`config.mk`:
```
export PLATFORM = sky130hd
export DESIGN_NAME = gpu_ram_arbiter_n
export DESIGN_NICKNAME = d
export VERILOG_FILES = /design/src/rtl/gpu_ram_arbiter_n.sv
export SDC_FILE = /design/constraint.sdc
export NUM_CORES = 1
export LEC_CHECK = 0
export ABC_AREA = 1
export ABC_CLOCK_PERIOD_IN_PS = 6300
export CORE_MARGIN = 5
export CORE_UTILIZATION = 45
export CTS_BUF_LIST = sky130_fd_sc_hd__clkbuf_4 sky130_fd_sc_hd__clkbuf_8
export CTS_CLUSTER_DIAMETER = 100
export DETAILED_ROUTE_END_ITERATION = 7
export GPL_ROUTABILITY_DRIVEN = 0
export PLACE_DENSITY_LB_ADDON = 0.1
export SLEW_MARGIN = 30
export SYNTH_ARGS = -nofsm -noshare
export SYNTH_HDL_FRONTEND = slang
export SYNTH_SLANG_ARGS = --single-unit
```
`constraint.sdc`:
```
create_clock -name clk -period 6.3 [get_ports clk]
set_input_delay 1.89 -clock clk [delete_from_list [all_inputs] [get_ports clk]]
set_output_delay 1.89 -clock clk [all_outputs]
set_load 0.005 [all_outputs]
```
`src/rtl/gpu_ram_arbiter_n.sv`:
```
// N-port arbiter that funnels single-cycle host read/write pulses onto the single GPU RAM port.
// Every port owns a one-deep pending slot; read data comes back with a per-port ready pulse.
module gpu_ram_arbiter_n #(
    parameter int unsigned PORTS        = 4,
    parameter int unsigned ADDR_W       = 20,
    parameter int unsigned DATA_W       = 8,
    parameter int unsigned DELAY_CYCLES = 2,
    parameter int unsigned RR_MODE      = 0
) (
    input  logic                    clk,
    input  logic                    reset,
    input  logic [DATA_W-1:0]       gpu_data_in,
    input  logic [PORTS-1:0]        wr_ena,
    input  logic [PORTS-1:0]        rd_req,
    input  logic [PORTS*ADDR_W-1:0] address,
    input  logic [PORTS*DATA_W-1:0] data_in,
    output logic                    gpu_wr_ena,
    output logic                    gpu_rd_ena,
    output logic [ADDR_W-1:0]       gpu_address,
    output logic [DATA_W-1:0]       gpu_data_out,
    output logic [PORTS-1:0]        rd_rdy,
    output logic [DATA_W-1:0]       data_out,
    output logic [PORTS-1:0]        busy,
    output logic [PORTS-1:0]        overrun
);

    localparam int unsigned IDX_W = (PORTS > 1) ? $clog2(PORTS) : 1;

    logic [PORTS-1:0]  pending;
    logic [PORTS-1:0]  pend_wr;
    logic [ADDR_W-1:0] pend_addr [PORTS];
    logic [DATA_W-1:0] pend_data [PORTS];
    logic [IDX_W-1:0]  rr_ptr;

    logic              grant_vld;
    logic [IDX_W-1:0]  grant_idx;
    logic [IDX_W-1:0]  cand;
    logic [PORTS-1:0]  grant_oh;
    logic [PORTS-1:0]  req;
    logic [PORTS-1:0]  accept;
    logic [PORTS-1:0]  drop;

    logic [DELAY_CYCLES-1:0] tag_vld;
    logic [IDX_W-1:0]        tag_idx [DELAY_CYCLES];

    // Search starts one past rr_ptr; in fixed mode rr_ptr never leaves PORTS-1, so port 0 leads.
    always_comb begin
        grant_vld = 1'b0;
        grant_idx = '0;
        cand      = '0;
        for (int unsigned k = 1; k <= PORTS; k++) begin
            cand = IDX_W'((32'(rr_ptr) + k) % PORTS);
            if (!grant_vld && pending[cand]) begin
                grant_vld = 1'b1;
                grant_idx = cand;
            end
        end
    end

    // A port may refill its slot in the very cycle the old entry is granted.
    always_comb begin
        grant_oh = '0;
        if (grant_vld) begin
            grant_oh[grant_idx] = 1'b1;
        end
        req    = wr_ena | rd_req;
        accept = req & (~pending | grant_oh);
        drop   = (wr_ena & rd_req) | (req & pending & ~grant_oh);
    end

    always_ff @(posedge clk or posedge reset) begin
        if (reset) begin
            pending <= '0;
            pend_wr <= '0;
            overrun <= '0;
            for (int unsigned p = 0; p < PORTS; p++) begin
                pend_addr[p] <= '0;
                pend_data[p] <= '0;
            end
        end else begin
            pending <= accept | (pending & ~grant_oh);
            overrun <= drop;
            for (int unsigned p = 0; p < PORTS; p++) begin
                if (accept[p]) begin
                    pend_wr[p]   <= wr_ena[p];
                    pend_addr[p] <= address[p*ADDR_W +: ADDR_W];
                    pend_data[p] <= data_in[p*DATA_W +: DATA_W];
                end
            end
        end
    end

    assign busy = pending;

    // Issue stage: one strobe per grant, address/data hold between grants.
    always_ff @(posedge clk or posedge reset) begin
        if (reset) begin
            gpu_wr_ena   <= 1'b0;
            gpu_rd_ena   <= 1'b0;
            gpu_address  <= '0;
            gpu_data_out <= '0;
            rr_ptr       <= IDX_W'(PORTS - 1);
        end else begin
            gpu_wr_ena <= grant_vld && pend_wr[grant_idx];
            gpu_rd_ena <= grant_vld && !pend_wr[grant_idx];
            if (grant_vld) begin
                gpu_address <= pend_addr[grant_idx];
                if (pend_wr[grant_idx]) begin
                    gpu_data_out <= pend_data[grant_idx];
                end
                if (RR_MODE != 0) begin
                    rr_ptr <= grant_idx;
                end
            end
        end
    end

    // Tag stage 0 loads alongside gpu_rd_ena, so rd_rdy lands DELAY_CYCLES after the strobe.
    always_ff @(posedge clk or posedge reset) begin
        if (reset) begin
            tag_vld <= '0;
            rd_rdy  <= '0;
            for (int unsigned i = 0; i < DELAY_CYCLES; i++) begin
                tag_idx[i] <= '0;
            end
        end else begin
            tag_vld[0] <= grant_vld && !pend_wr[grant_idx];
            tag_idx[0] <= grant_idx;
            for (int unsigned i = 1; i < DELAY_CYCLES; i++) begin
                tag_vld[i] <= tag_vld[i-1];
                tag_idx[i] <= tag_idx[i-1];
            end
            rd_rdy <= '0;
            if (tag_vld[DELAY_CYCLES-1]) begin
                rd_rdy[tag_idx[DELAY_CYCLES-1]] <= 1'b1;
            end
        end
    end

    assign data_out = gpu_data_in;

endmodule

```
==> flow_metrics.py <==
metrics = {
    "status": {
        "outcome": "completed",
    },
    "placement": {
        "hpwl_mm": 12.7,
        "io_buffers": 163,
        "pre_cts_ws_ps": 2520,
    },
    "worst_setup_path": {
        "cp-end-kind": "primary output",
        "worstReg2RegEnd": "gpu_data_out[1]",
        "r2r_cells": 8,
        "ff2ff_setup_slack_ps": 4070,
        "required_ps": 4410,
        "crit_fanout": 1,
        "crit_arrival_ps": 1890,
        "critPathLaunchType": "primary input",
        "crit_type": "in2out",
        "r2r_start": "busy[1]",
    },
    "sta": {
        "rsz0062_at_grt": "false",
        "hold_viol": 0,
        "hold-worst-slack_ps": 356,
        "period_needed_ps": 3780,
        "fin_skew_ps": 12.6,
        "tns_ps": 0,
        "maxSlewHeadroom": 0.504,
        "worst_pin_slew_ps": 743,
        "fin_crit_sh": 0.600,
        "layout_setup_ws_ps": 2520,
        "slew_violations": 0,
        "max_clock_freq_ghz": 0.265,
        "setup_viol": 0,
    },
    "floorplanning": {
        "core_um2": 15800,
        "fp.dieW_um": 137,
        "start_util": 0.458,
        "die-area_um2": 18800,
        "die_y_um": 137,
        "io-pin-count": 180,
        "rows": 46,
    },
    "cts": {
        "numCtsBuffers": 17,
        "cts_tree": "built",
        "htree_num_levels": 4,
        "ctsResizeCount": 0,
        "post_cts_buffers": 0,
        "cts_sinks": 163,
        "cts_root_buf": "clkbuf_8",
        "cts.clk_slew.worst_paths_ps": 80,
        "cts_hold_buf": 0,
        "cts.path.max_buffers": 2,
        "clk_latency_ps": 440,
    },
    "synthesis": {
        "syn_area_um2": 7250,
        "synth-edff-count": 0,
        "post-synth-top-area-fraction": 0.562,
        "ys_types": 24,
        "yosysMostFrequentCell": "nand2_1",
        "synth_area_leaders": "dfrtp_1 (56%), nand2_1 (14%), inv_1 (6.1%)",
        "synth-seq-cells": 163,
        "synth_mux_area_frac": 0.00155,
        "ys_warn_count": 2,
        "synth_fa_ha_area_frac": 0,
        "synth_common_cells": "nand2_1 (268), dfrtp_1 (163), inv_1 (117)",
        "synth_top_family_by_area": "simple AND/OR/NAND/NOR gates",
        "ys_seq_area_frac": 0.562,
        "async_reset_ff_frac": 1.00,
        "synth-simple-area-share": 0.209,
        "synth_cells": 887,
        "yosysTopAreaCell": "dfrtp_1",
        "yosys.area_share.xor_xnor": 0,
        "synth_compound_area_frac": 0.118,
        "syn_area_per_cell_um2": 8.18,
        "syn_nets": 1017,
        "synth_ff_type": "dfrtp_1",
    },
    "final_layout": {
        "finalNetCount": 1154,
        "diodes": 0,
        "fillers": 1461,
        "utilization": 0.596,
        "drive_above_1_share": 0.0550,
        "area_delta_synth_final_pct": 30.0,
    },
    "routing": {
        "via_per_inst": 4.63,
        "drt_iter0_drc": 430,
        "vias": 5805,
        "drc": 0,
        "post_drt_wl_per_cell_um": 14.5,
        "wl_mm": 18.2,
        "drt_first_pass_iters": 5,
        "drtAntennaViolNets": 0,
    },
    "grt": {
        "antenna_found_initial": 0,
        "gr-usage-all-layers": 0.200,
        "grt.overflow.total": 0,
        "grt_pass1_vias": 5692,
        "grt_max_degree": 97,
        "grt_pass1_wl_mm": 29.2,
    },
    "hold_path": {
        "hp-class": "reg2reg",
        "hold_start": "tag_idx[2]",
        "holdPathStages": 0,
        "min_to": "tag_idx[0]",
    },
    "power_and_ir_drop": {
        "ir_worst_vdd_mv": 0.128,
        "power_density_nw_per_um2": 266,
        "leakagePower_nw": 4.75,
    },
    "flow_run": {
        "cap_viol_max_count": 0,
    },
}
[worst register-to-register path, delay by kind of cell (launching register included)]
family | cells | cell delay, ps
buffers and inverters | 2 | 660
DFF | 1 | 370
and+or+nand+nor | 6 | 1150
[per-layer routing]
metal	routed length, um	GRT usage	up-vias
li1	-	-	3001
met1	8950	0.307	2644
met2	7770	0.281	145
met3	1350	0.0526	15
met4	134	0.0510	0
met5	0	0	-
[power breakdown]
part | switching (mW) | leakage [nW] | internal, mW
Combinational | 0.218 | 2.60 | 0.202
Clock | 0.383 | 0.231 | 0.493
Sequential | 0.0442 | 1.92 | 1.17
Total | 0.645 | 4.75 | 1.86
[final cells by class]
cell class | instances | area (um^2) | area share
clock buffer | 20 | 263 | 0.0279
timing repair buffer | 171 | 1720 | 0.183
multi-input combinational | 547 | 2420 | 0.257
inverter | 124 | 473 | 0.0502
clock inverter | 12 | 201 | 0.0214
sequential | 163 | 4080 | 0.433
tap | 216 | 270 | 0.0287
[how the worst max path moves through the flow]
stage              startpoint     endpoint  slack (ps)  cells after the start
2_1_floorplan           reset      busy[0]           5                      1
3_3_place_gp   gpu_data_in[4]  data_out[4]        2520                      0
3_5_place_dp   gpu_data_in[4]  data_out[4]        2520                      0
4_1_cts        gpu_data_in[4]  data_out[4]        2520                      0
5_1_grt        gpu_data_in[4]  data_out[4]        2520                      0
6_report       gpu_data_in[1]  data_out[1]        2520                      0
[kinds of logic (layout without fill, tap and decap cells)]
kind of cell | Yosys count | count (layout)
compound gates | 158 | 158
flops | 163 | 163
simple gates | 388 | 388
buf+inv | 177 | 327
mux | 1 | 1
[layout by cell type (no fill, tap or decap), types with 4 or more instances in the layout]
| cell | synthesis | routed |
|---|---|---|
| o21ai_0 | 27 | 27 |
| o21ai_1 | 34 | 32 |
| bufinv_16 | 0 | 5 |
| o211ai_1 | 18 | 18 |
| buf_4 | 14 | 6 |
| clkbuf_8 | 0 | 18 |
| inv_2 | 7 | 7 |
| nor2_1 | 85 | 85 |
| nand2_1 | 268 | 268 |
| nor3_1 | 4 | 4 |
| clkdlybuf4s50_1 | 0 | 163 |
| nand3_1 | 27 | 27 |
| inv_1 | 117 | 116 |
| a21oi_1 | 75 | 75 |
| o21ai_4 | 1 | 4 |
| dfrtp_1 | 163 | 163 |
[flip-flops by register name, summed over array words and instances, names as in the netlist, 4 cells and up]
| register | count |
|---|---|
| pend_addr | 80 |
| rd_rdy | 4 |
| tag_idx | 4 |
| busy | 4 |
| pend_data | 32 |
| overrun | 4 |
| gpu_address | 20 |
| gpu_data_out | 8 |
| pend_wr | 4 |
[per-stage QoR]
step	total power [mW]	instances	area [um^2]
global placement	1.64	1220	8930
detailed placement	1.66	1221	8960
floorplan	1.45	887	7250
global route	2.64	1253	9430
finish	2.51	1253	9430
CTS	2.54	1253	9420
Note: power is estimated with default switching activity, not from simulation.
